==> src/rtl/fifo_rd_pkg.sv <==
// fifo_rd_pkg: shared definitions for the FIFO byte reader.
//   BYTES_PER_WORD / IDX_WIDTH : values for the default 32-bit word.
//   bytes_per_word() / idx_width() : the same values for any DATA_WIDTH.
//   rd_state_e : byte-stream state (IDLE = shift register empty, RUN = holding a word).
package fifo_rd_pkg;

  localparam int DEF_DATA_WIDTH = 32;
  localparam int BYTES_PER_WORD = DEF_DATA_WIDTH / 8;
  localparam int IDX_WIDTH      = $clog2(BYTES_PER_WORD);

  typedef enum logic {
    IDLE = 1'b0,
    RUN  = 1'b1
  } rd_state_e;

  function automatic int bytes_per_word(input int data_width);
    return data_width / 8;
  endfunction

  function automatic int idx_width(input int data_width);
    return $clog2(data_width / 8);
  endfunction

endpackage

==> src/rtl/fifo_byte_reader_shifter.sv <==
// word_byte_shifter: holds one word and serialises it into bytes.
//   clk_i, rst_n_i   : clock, synchronous active-low reset
//   load_i           : load load_data_i as a fresh word (byte 0 next)
//   load_data_i      : word to load
//   ready_i          : downstream accepts the current byte
//   data_o           : current byte (register slice, stable while stalled)
//   valid_o          : a byte is presented
//   last_o           : current byte is the last of the word
//   last_xfer_o      : last byte transfers this cycle
module word_byte_shifter
  import fifo_rd_pkg::*;
#(
  parameter int DATA_WIDTH = 32,
  parameter bit MSB_FIRST  = 1'b0
) (
  input  logic                  clk_i,
  input  logic                  rst_n_i,
  input  logic                  load_i,
  input  logic [DATA_WIDTH-1:0] load_data_i,
  input  logic                  ready_i,
  output logic [7:0]            data_o,
  output logic                  valid_o,
  output logic                  last_o,
  output logic                  last_xfer_o
);

  localparam int BPW = bytes_per_word(DATA_WIDTH);
  localparam int IW  = idx_width(DATA_WIDTH);
  localparam logic [IW-1:0] LAST_IDX = IW'(BPW - 1);

  rd_state_e             state_q, state_d;
  logic [DATA_WIDTH-1:0] sh_q;
  logic [IW-1:0]         idx_q;
  logic                  last_q;
  logic                  xfer;

  assign valid_o     = (state_q == RUN);
  assign xfer        = valid_o & ready_i;
  assign last_xfer_o = xfer & last_q;
  assign last_o      = last_q;

  // The word is shifted so the outgoing byte always sits in a fixed slice;
  // the byte output is then a plain register tap.
  assign data_o = MSB_FIRST ? sh_q[DATA_WIDTH-1 -: 8] : sh_q[7:0];

  always_comb begin
    state_d = state_q;
    if (load_i)           state_d = RUN;
    else if (last_xfer_o) state_d = IDLE;
  end

  always_ff @(posedge clk_i) begin
    if (!rst_n_i) begin
      state_q <= IDLE;
      sh_q    <= '0;
      idx_q   <= '0;
      last_q  <= 1'b0;
    end else begin
      state_q <= state_d;
      if (load_i) begin
        sh_q   <= load_data_i;
        idx_q  <= '0;
        last_q <= 1'b0;
      end else if (xfer) begin
        sh_q   <= MSB_FIRST ? (sh_q << 8) : (sh_q >> 8);
        idx_q  <= last_q ? '0 : idx_q + 1'b1;
        // last flag registered one byte ahead so tx_last_o is a flop output
        last_q <= !last_q && (idx_q == LAST_IDX - 1'b1);
      end
    end
  end

endmodule

==> src/rtl/fifo_byte_reader.sv <==
// fifo_byte_reader: drains the sample FIFO and emits its words as a byte stream.
//   clk_i, rst_n_i    : clock, synchronous active-low reset
//   en_i              : 1 = fetch new words, 0 = drain what is held then stop
//   fifo_rd_en_o      : FIFO pop (combinational)
//   fifo_empty_i      : FIFO empty flag
//   fifo_data_i       : FIFO read data, valid the cycle after a pop
//   tx_data_o/valid/ready/last : byte stream handshake
//   underrun_o        : one-cycle pulse when the stream runs dry while enabled
//   underrun_cnt_o    : saturating underrun count
//   idle_o            : nothing held or pending
module fifo_byte_reader
  import fifo_rd_pkg::*;
#(
  parameter int DATA_WIDTH = 32,
  parameter bit MSB_FIRST  = 1'b0,
  parameter int CNT_WIDTH  = 16
) (
  input  logic                  clk_i,
  input  logic                  rst_n_i,
  input  logic                  en_i,
  output logic                  fifo_rd_en_o,
  input  logic                  fifo_empty_i,
  input  logic [DATA_WIDTH-1:0] fifo_data_i,
  output logic [7:0]            tx_data_o,
  output logic                  tx_valid_o,
  input  logic                  tx_ready_i,
  output logic                  tx_last_o,
  output logic                  underrun_o,
  output logic [CNT_WIDTH-1:0]  underrun_cnt_o,
  output logic                  idle_o
);

  logic                  rd_pending_q;
  logic                  buf_valid_q;
  logic [DATA_WIDTH-1:0] buf_q;

  logic                  last_xfer;
  logic                  sh_free;
  logic                  refill;
  logic                  cap_sh;
  logic                  cap_buf;
  logic                  sh_load;
  logic [DATA_WIDTH-1:0] sh_load_data;
  logic                  ur_event;

  // Only one word may be in flight or parked, so the buffer can never overflow.
  assign fifo_rd_en_o = rst_n_i & en_i & ~fifo_empty_i & ~rd_pending_q & ~buf_valid_q;

  assign sh_free = ~tx_valid_o | last_xfer;
  assign refill  = last_xfer & buf_valid_q;
  // Buffer wins over a capture; the pop rule keeps them from colliding anyway.
  assign cap_sh  = rd_pending_q & sh_free & ~refill;
  assign cap_buf = rd_pending_q & ~sh_free;

  assign sh_load      = refill | cap_sh;
  assign sh_load_data = refill ? buf_q : fifo_data_i;

  // Stream ran dry while still enabled: last byte left and nothing replaces it.
  assign ur_event = last_xfer & en_i & ~sh_load;

  assign idle_o = ~tx_valid_o & ~buf_valid_q & ~rd_pending_q;

  word_byte_shifter #(
    .DATA_WIDTH (DATA_WIDTH),
    .MSB_FIRST  (MSB_FIRST)
  ) u_shifter (
    .clk_i       (clk_i),
    .rst_n_i     (rst_n_i),
    .load_i      (sh_load),
    .load_data_i (sh_load_data),
    .ready_i     (tx_ready_i),
    .data_o      (tx_data_o),
    .valid_o     (tx_valid_o),
    .last_o      (tx_last_o),
    .last_xfer_o (last_xfer)
  );

  always_ff @(posedge clk_i) begin
    if (!rst_n_i) begin
      rd_pending_q   <= 1'b0;
      buf_valid_q    <= 1'b0;
      buf_q          <= '0;
      underrun_o     <= 1'b0;
      underrun_cnt_o <= '0;
    end else begin
      rd_pending_q <= fifo_rd_en_o;
      if (cap_buf) begin
        buf_q       <= fifo_data_i;
        buf_valid_q <= 1'b1;
      end else if (refill) begin
        buf_valid_q <= 1'b0;
      end
      underrun_o <= ur_event;
      if (ur_event && (underrun_cnt_o != {CNT_WIDTH{1'b1}}))
        underrun_cnt_o <= underrun_cnt_o + 1'b1;
    end
  end

endmodule
==> config.mk <==
export PLATFORM = sky130hd
export DESIGN_NAME = fifo_byte_reader
export DESIGN_NICKNAME = d
export VERILOG_FILES = /design/src/rtl/fifo_rd_pkg.sv /design/src/rtl/fifo_byte_reader_shifter.sv /design/src/rtl/fifo_byte_reader.sv
export SDC_FILE = /design/constraint.sdc
export NUM_CORES = 1
export LEC_CHECK = 0
export BUFFER_PORTS_ARGS = -buffer_cell sky130_fd_sc_hd__buf_4
export CAP_MARGIN = 20
export CELL_PAD_IN_SITES_DETAIL_PLACEMENT = 1
export CELL_PAD_IN_SITES_GLOBAL_PLACEMENT = 1
export CORE_MARGIN = 4
export CORE_UTILIZATION = 45
export DETAILED_ROUTE_END_ITERATION = 8
export GPL_TIMING_DRIVEN = 0
export HOLD_SLACK_MARGIN = 0.08
export PLACE_DENSITY_LB_ADDON = 0.08
export SKIP_CTS_REPAIR_TIMING = 1
export SYNTH_ARGS = -nofsm -noshare
export SYNTH_HDL_FRONTEND = slang
export SYNTH_SLANG_ARGS = --single-unit
==> constraint.sdc <==
create_clock -name clk_i -period 4.55 [get_ports clk_i]
set_input_delay 1.1375 -clock clk_i [delete_from_list [all_inputs] [get_ports clk_i]]
set_output_delay 1.1375 -clock clk_i [all_outputs]
set_load 0.03 [all_outputs]
# == Word level (Yosys, flattened, before mapping) ==
# Index checks and enable logic that the tools add are counted.
# totals
reg_bits,87
input_bits,37
out_inout_bits,29
# op_classes
add_sub_neg,2
n_eq_ne,2
n_mux,8
bitwise,24
n_reduce_logical,7
# ops
cell,n
$mux W32,3
$add A16 B1 Y16 const B,1
$ne A16 B16 Y1 const B,1
$and A1 B1 Y1,14
$not A1 Y1,8
$reduce_bool A2 Y1,3
$mux W1,4
$add A2 B1 Y2 const B,1
$eq A2 B2 Y1 const B,1
$logic_and A1 B1 Y1,2
$mux W2,1
$or A1 B1 Y1,2
$reduce_or A2 Y1,1
$logic_not A1 Y1,1

# == Depth between registers and ports, before layout ==
# logic_depth
depth_word,9
depth_mapped,7

# == Hierarchy ==
# From an unflattened synthesis, not the netlist that was laid out.
# hier_totals
cells_unflattened,461
hier_area_um2,4038.9
# by_module_without_submodules
module,n_inst,cells_per_inst,area_each_um2,seq_area_each_um2
fifo_byte_reader,1,290,2459.9,1021.0
word_byte_shifter,1,171,1579.0,720.7

# == Worst setup path before layout ==
# No wires, ideal clock.
# synth_timing
path_type,in2out
from,in en_i
to,out fifo_rd_en_o
arrival_ns,2.176
required_time_ns,3.413
setup_slack_ns,1.236
path_stages,2
n_path_buf,0
cell_sequence,or3b_4 -> nor3_1
# synth_between
elab_chain_len,4
# synth_lines
item,line,rtl
start: declaration,fifo_byte_reader.sv:20,"input logic en_i,"
$and A1 B1 Y1 (4 in series),fifo_byte_reader.sv:47,assign fifo_rd_en_o = rst_n_i & en_i & ~fifo_empty_i & ~rd_pending_q & ~buf_valid_q;
end: declaration,fifo_byte_reader.sv:21,"output logic fifo_rd_en_o,"
# Every way passes these cells.

# == Worst setup path in the final report ==
# layout_timing
from,in rst_n_i
to,out fifo_rd_en_o
# layout_between
elab_chain_len,4
# layout_lines
item,line,rtl
start: declaration,fifo_byte_reader.sv:19,"input logic rst_n_i,"
$and A1 B1 Y1 (4 in series),fifo_byte_reader.sv:47,
# Every way passes these cells.

==> run_results.csv <==
group,metric,value,unit
clock_tree,cts_buffers,9,
pwr,p_per_area,307,mW/mm^2
pwr,p_sw,0.000378,W
die,pin_count,66,
route,dr_total_vias,3679,
placed_design,port_buffers,64,
critical_path,endpoint_kind,"output pin",
critical_path,critPathArrivalTime,2.20,ns
die,die_h,101,um
critical_path,cpLargestDelayFamily,"buffers and inverters",
status,status,"completed",
final_layout,final_cell_mix,"dfxtp_1 (87), nand2_1 (75), buf_4 (72)",
global_route,grt_pass1_vias,3885,
die,row_count,33,
synthesis,synth-async-reset-ratio,0,%
critical_path,cpMaxStageDelayCell,"clkbuf_1",
clock_tree,clockBufferDepth,2,
die,core_area,0.00834,sq mm
critical_path,worst_path_largest_cell_delay,0.43,ns
pwr,clock_power_share,35.5,%
hold_path,hold_path_class,"register to register",
synthesis,yosys.area_share.simple,19.2,%
placed_design,pre_cts_ws,1.21,ns
die,dieArea,0.0103,sq mm
sta,setup_violations,0,
clock_tree,clk_latency,0.35,ns
critical_path,worstPathRequired,3.41,ns
job,max_cap_violations,0,
synthesis,synth_area,0.00393,sq mm
sta,grt_setup_unrepaired,"no",
sta,max_slew_margin,43.7,%
placed_design,dp_hpwl,8410,um
global_route,grt_pass1_wl,19100,um
sta,finalHoldViolCount,0,
sta,post-route-period-util,73.4,%
global_route,grt_max_degree,15,
synthesis,synth_compound_area_share,20.5,%
placed_design,place_congestion,0.785,
placed_design,placed_cell_area,0.00454,sq mm
clock_tree,htreeDepth,3,
die,die_w,101,um
pwr,power_frac_seq,54.5,%
synthesis,synth_xor_area_share,0,%
critical_path,crit_buf_inv,4,
synthesis,yosys-top-cells-area,"dfxtp_1 (44%), a211oi_1 (9.2%), nand2_1 (7.2%)",
pwr,combPwrFrac,10.0,%
sta,layout_min_cycle_time,3.34,ns
clock_tree,clk_pin_slew,0.08,ns
synthesis,avgSynthCellArea,8.56,sq um
final_layout,final_common_cell,"dfxtp_1",
sta,worst_slack,1.21,ns
critical_path,cp_cell_sequence,"buf_4, inv_2, clkbuf_1, nor3_1, buf_4",
pwr,intPower,0.00107,W
final_layout,area_growth_syn_to_layout,20.2,%
sta,slew_violations,0,
sta,fmax,300,MHz
final_layout,final_area,0.00473,sq mm
route,drt_first_pass_iters,4,
pwr,irDropWorstVdd,0.000175,V
clock_tree,cts_root_buf,"clkbuf_8",
route,viasPerCell,5.71,
critical_path,critPathLaunchType,"primary input",
clock_tree,tritoncts,"built",
final_layout,drive_gt1_share,18.7,%
pwr,power.leakage,1.90,nW
synthesis,ys_ff_latch,87,
synthesis,synthesis.nets,498,
clock_tree,cts_sinks,87,
global_route,antenna_found_initial,0,
synthesis,ys_seq_area_share,44.3,%
critical_path,crit_top_cell,"buf_4",
sta,fin_skew,0.00573,ns
synthesis,yosysUniqueCellTypes,35,
route,ant_nets,0,
pwr,p_sw_share,26.1,%
synthesis,yosysWarnings,0,
synthesis,yosys.area.top_type,"dfxtp_1",
critical_path,critPathMaxFanout,10,
critical_path,worstSetupPathType,"primary input to output pin",
final_layout,fin_nets,573,
synthesis,synth_edf_count,0,
global_route,grt-ovfl-total,0,
synthesis,synthMuxAreaShare,9.17,%
synthesis,synth_top_family_by_area,"compound AO/OA/AOI/OAI gates",
global_route,grtUsageTotal,23.4,%
sta,fin_tns_setup,0,ns
route,drt-total-wl,11600,um
synthesis,synthesis.instances,459,
final_layout,antenna_cells,0,
synthesis,synth_fa_ha_area_share,0.637,%
synthesis,yosys_most_used_dff,"dfxtp_1",
route,drtIter0Drc,141,
synthesis,synth_top_area_share,44.3,%
die,initial_core_util,47.1,%
route,wire_per_inst,18.0,um
route,route.detailed.drc,0,
sta,worst_pin_slew,0.836,ns
[power by group through the flow]
stage               clock [W]  sequential (W)  combinational [W]
CTS                  0.000525        0.000790           0.000146
global placement            0        0.000806           0.000139
detailed placement          0        0.000807           0.000145
finish               0.000515        0.000790           0.000145
floorplan                   0        0.000804          0.0000836
global route         0.000557        0.000792           0.000159
[flip-flops by register name (all words and copies together) (netlist names)]
signal             cells
underrun_o             1
u_shifter.sh_q        32
buf_q                 32
buf_valid_q            1
rd_pending_q           1
underrun_cnt_o        16
u_shifter.valid_o      1
u_shifter.idx_q        2
u_shifter.last_o       1
[logic make-up (layout without fill, tap and decap cells)]
| logic type | count (synthesis) | after routing |
|---|---|---|
| AO/OA/AOI/OAI | 124 | 124 |
| adder cells (fa/ha/maj) | 2 | 2 |
| buffers and inverters | 56 | 136 |
| flip-flops | 87 | 87 |
| multiplexers | 35 | 35 |
| AND/OR/NAND/NOR | 155 | 155 |
[cells in the mapped netlist, drive strengths merged, types with 4 or more instances]
cell     n
nor3     7
a21oi   49
buf     13
mux2     8
o31ai    6
dfxtp   87
mux2i   27
nand4    4
inv      8
a211oi  48
and3    25
nor2    13
o41ai    4
nand2   75
nand3    8
or4      8
o21ai    4
clkbuf  35
a22oi    8
[worst reg2reg max path, stage by stage (launching register included)]
cell and delay (ns):
dfxtp_1 0.42, ha_1 0.23, nand4_1 0.19, nor4_1 0.78, clkbuf_1 0.41, nor4b_1 0.14, mux2i_1 0.14
[final timing paths]
kind	start	end	slack [ns]	depth (start not counted)
hold / removal	buf_q[9]	buf_q[9]	0.46	2
setup / recovery	rst_n_i	fifo_rd_en_o	1.21	5
setup reg to reg	underrun_cnt_o[0]	underrun_cnt_o[11]	2.13	6
hold reg to reg	buf_q[9]	buf_q[9]	0.46	2
[metal layers]
metal,vias to the layer above,global-route usage [%],wire (um),part of all wire (%)
li1,1801,-,-,-
met1,1803,30.5,5330,46
met2,63,39.8,5740,50
met3,12,4.41,367,3.2
met4,0,6.24,125,1.1
met5,-,0,0,0
[layout make-up]
type	instances	area, sq um
Buffer	48	211
Clock buffer	12	155
Clock inverter	4	28.8
Fill cell	1024	3610
Inverter	8	30.0
Multi-Input combinational cell	316	1950
Sequential cell	87	1740
Tap cell	105	131
Timing Repair Buffer	64	480
[stage by stage]
step	total power, W	std cells	hold WS [ns]	util (%)
after floorplan	0.000888	459	0.434	-
after global placement	0.000946	628	0.439	54.5
after detailed placement	0.000952	628	0.448	54.5
after CTS	0.00146	644	0.460	56.7
after global routing	0.00151	644	0.480	56.7
final	0.00145	644	0.459	56.7
Note: power is estimated with default switching activity, not from simulation.
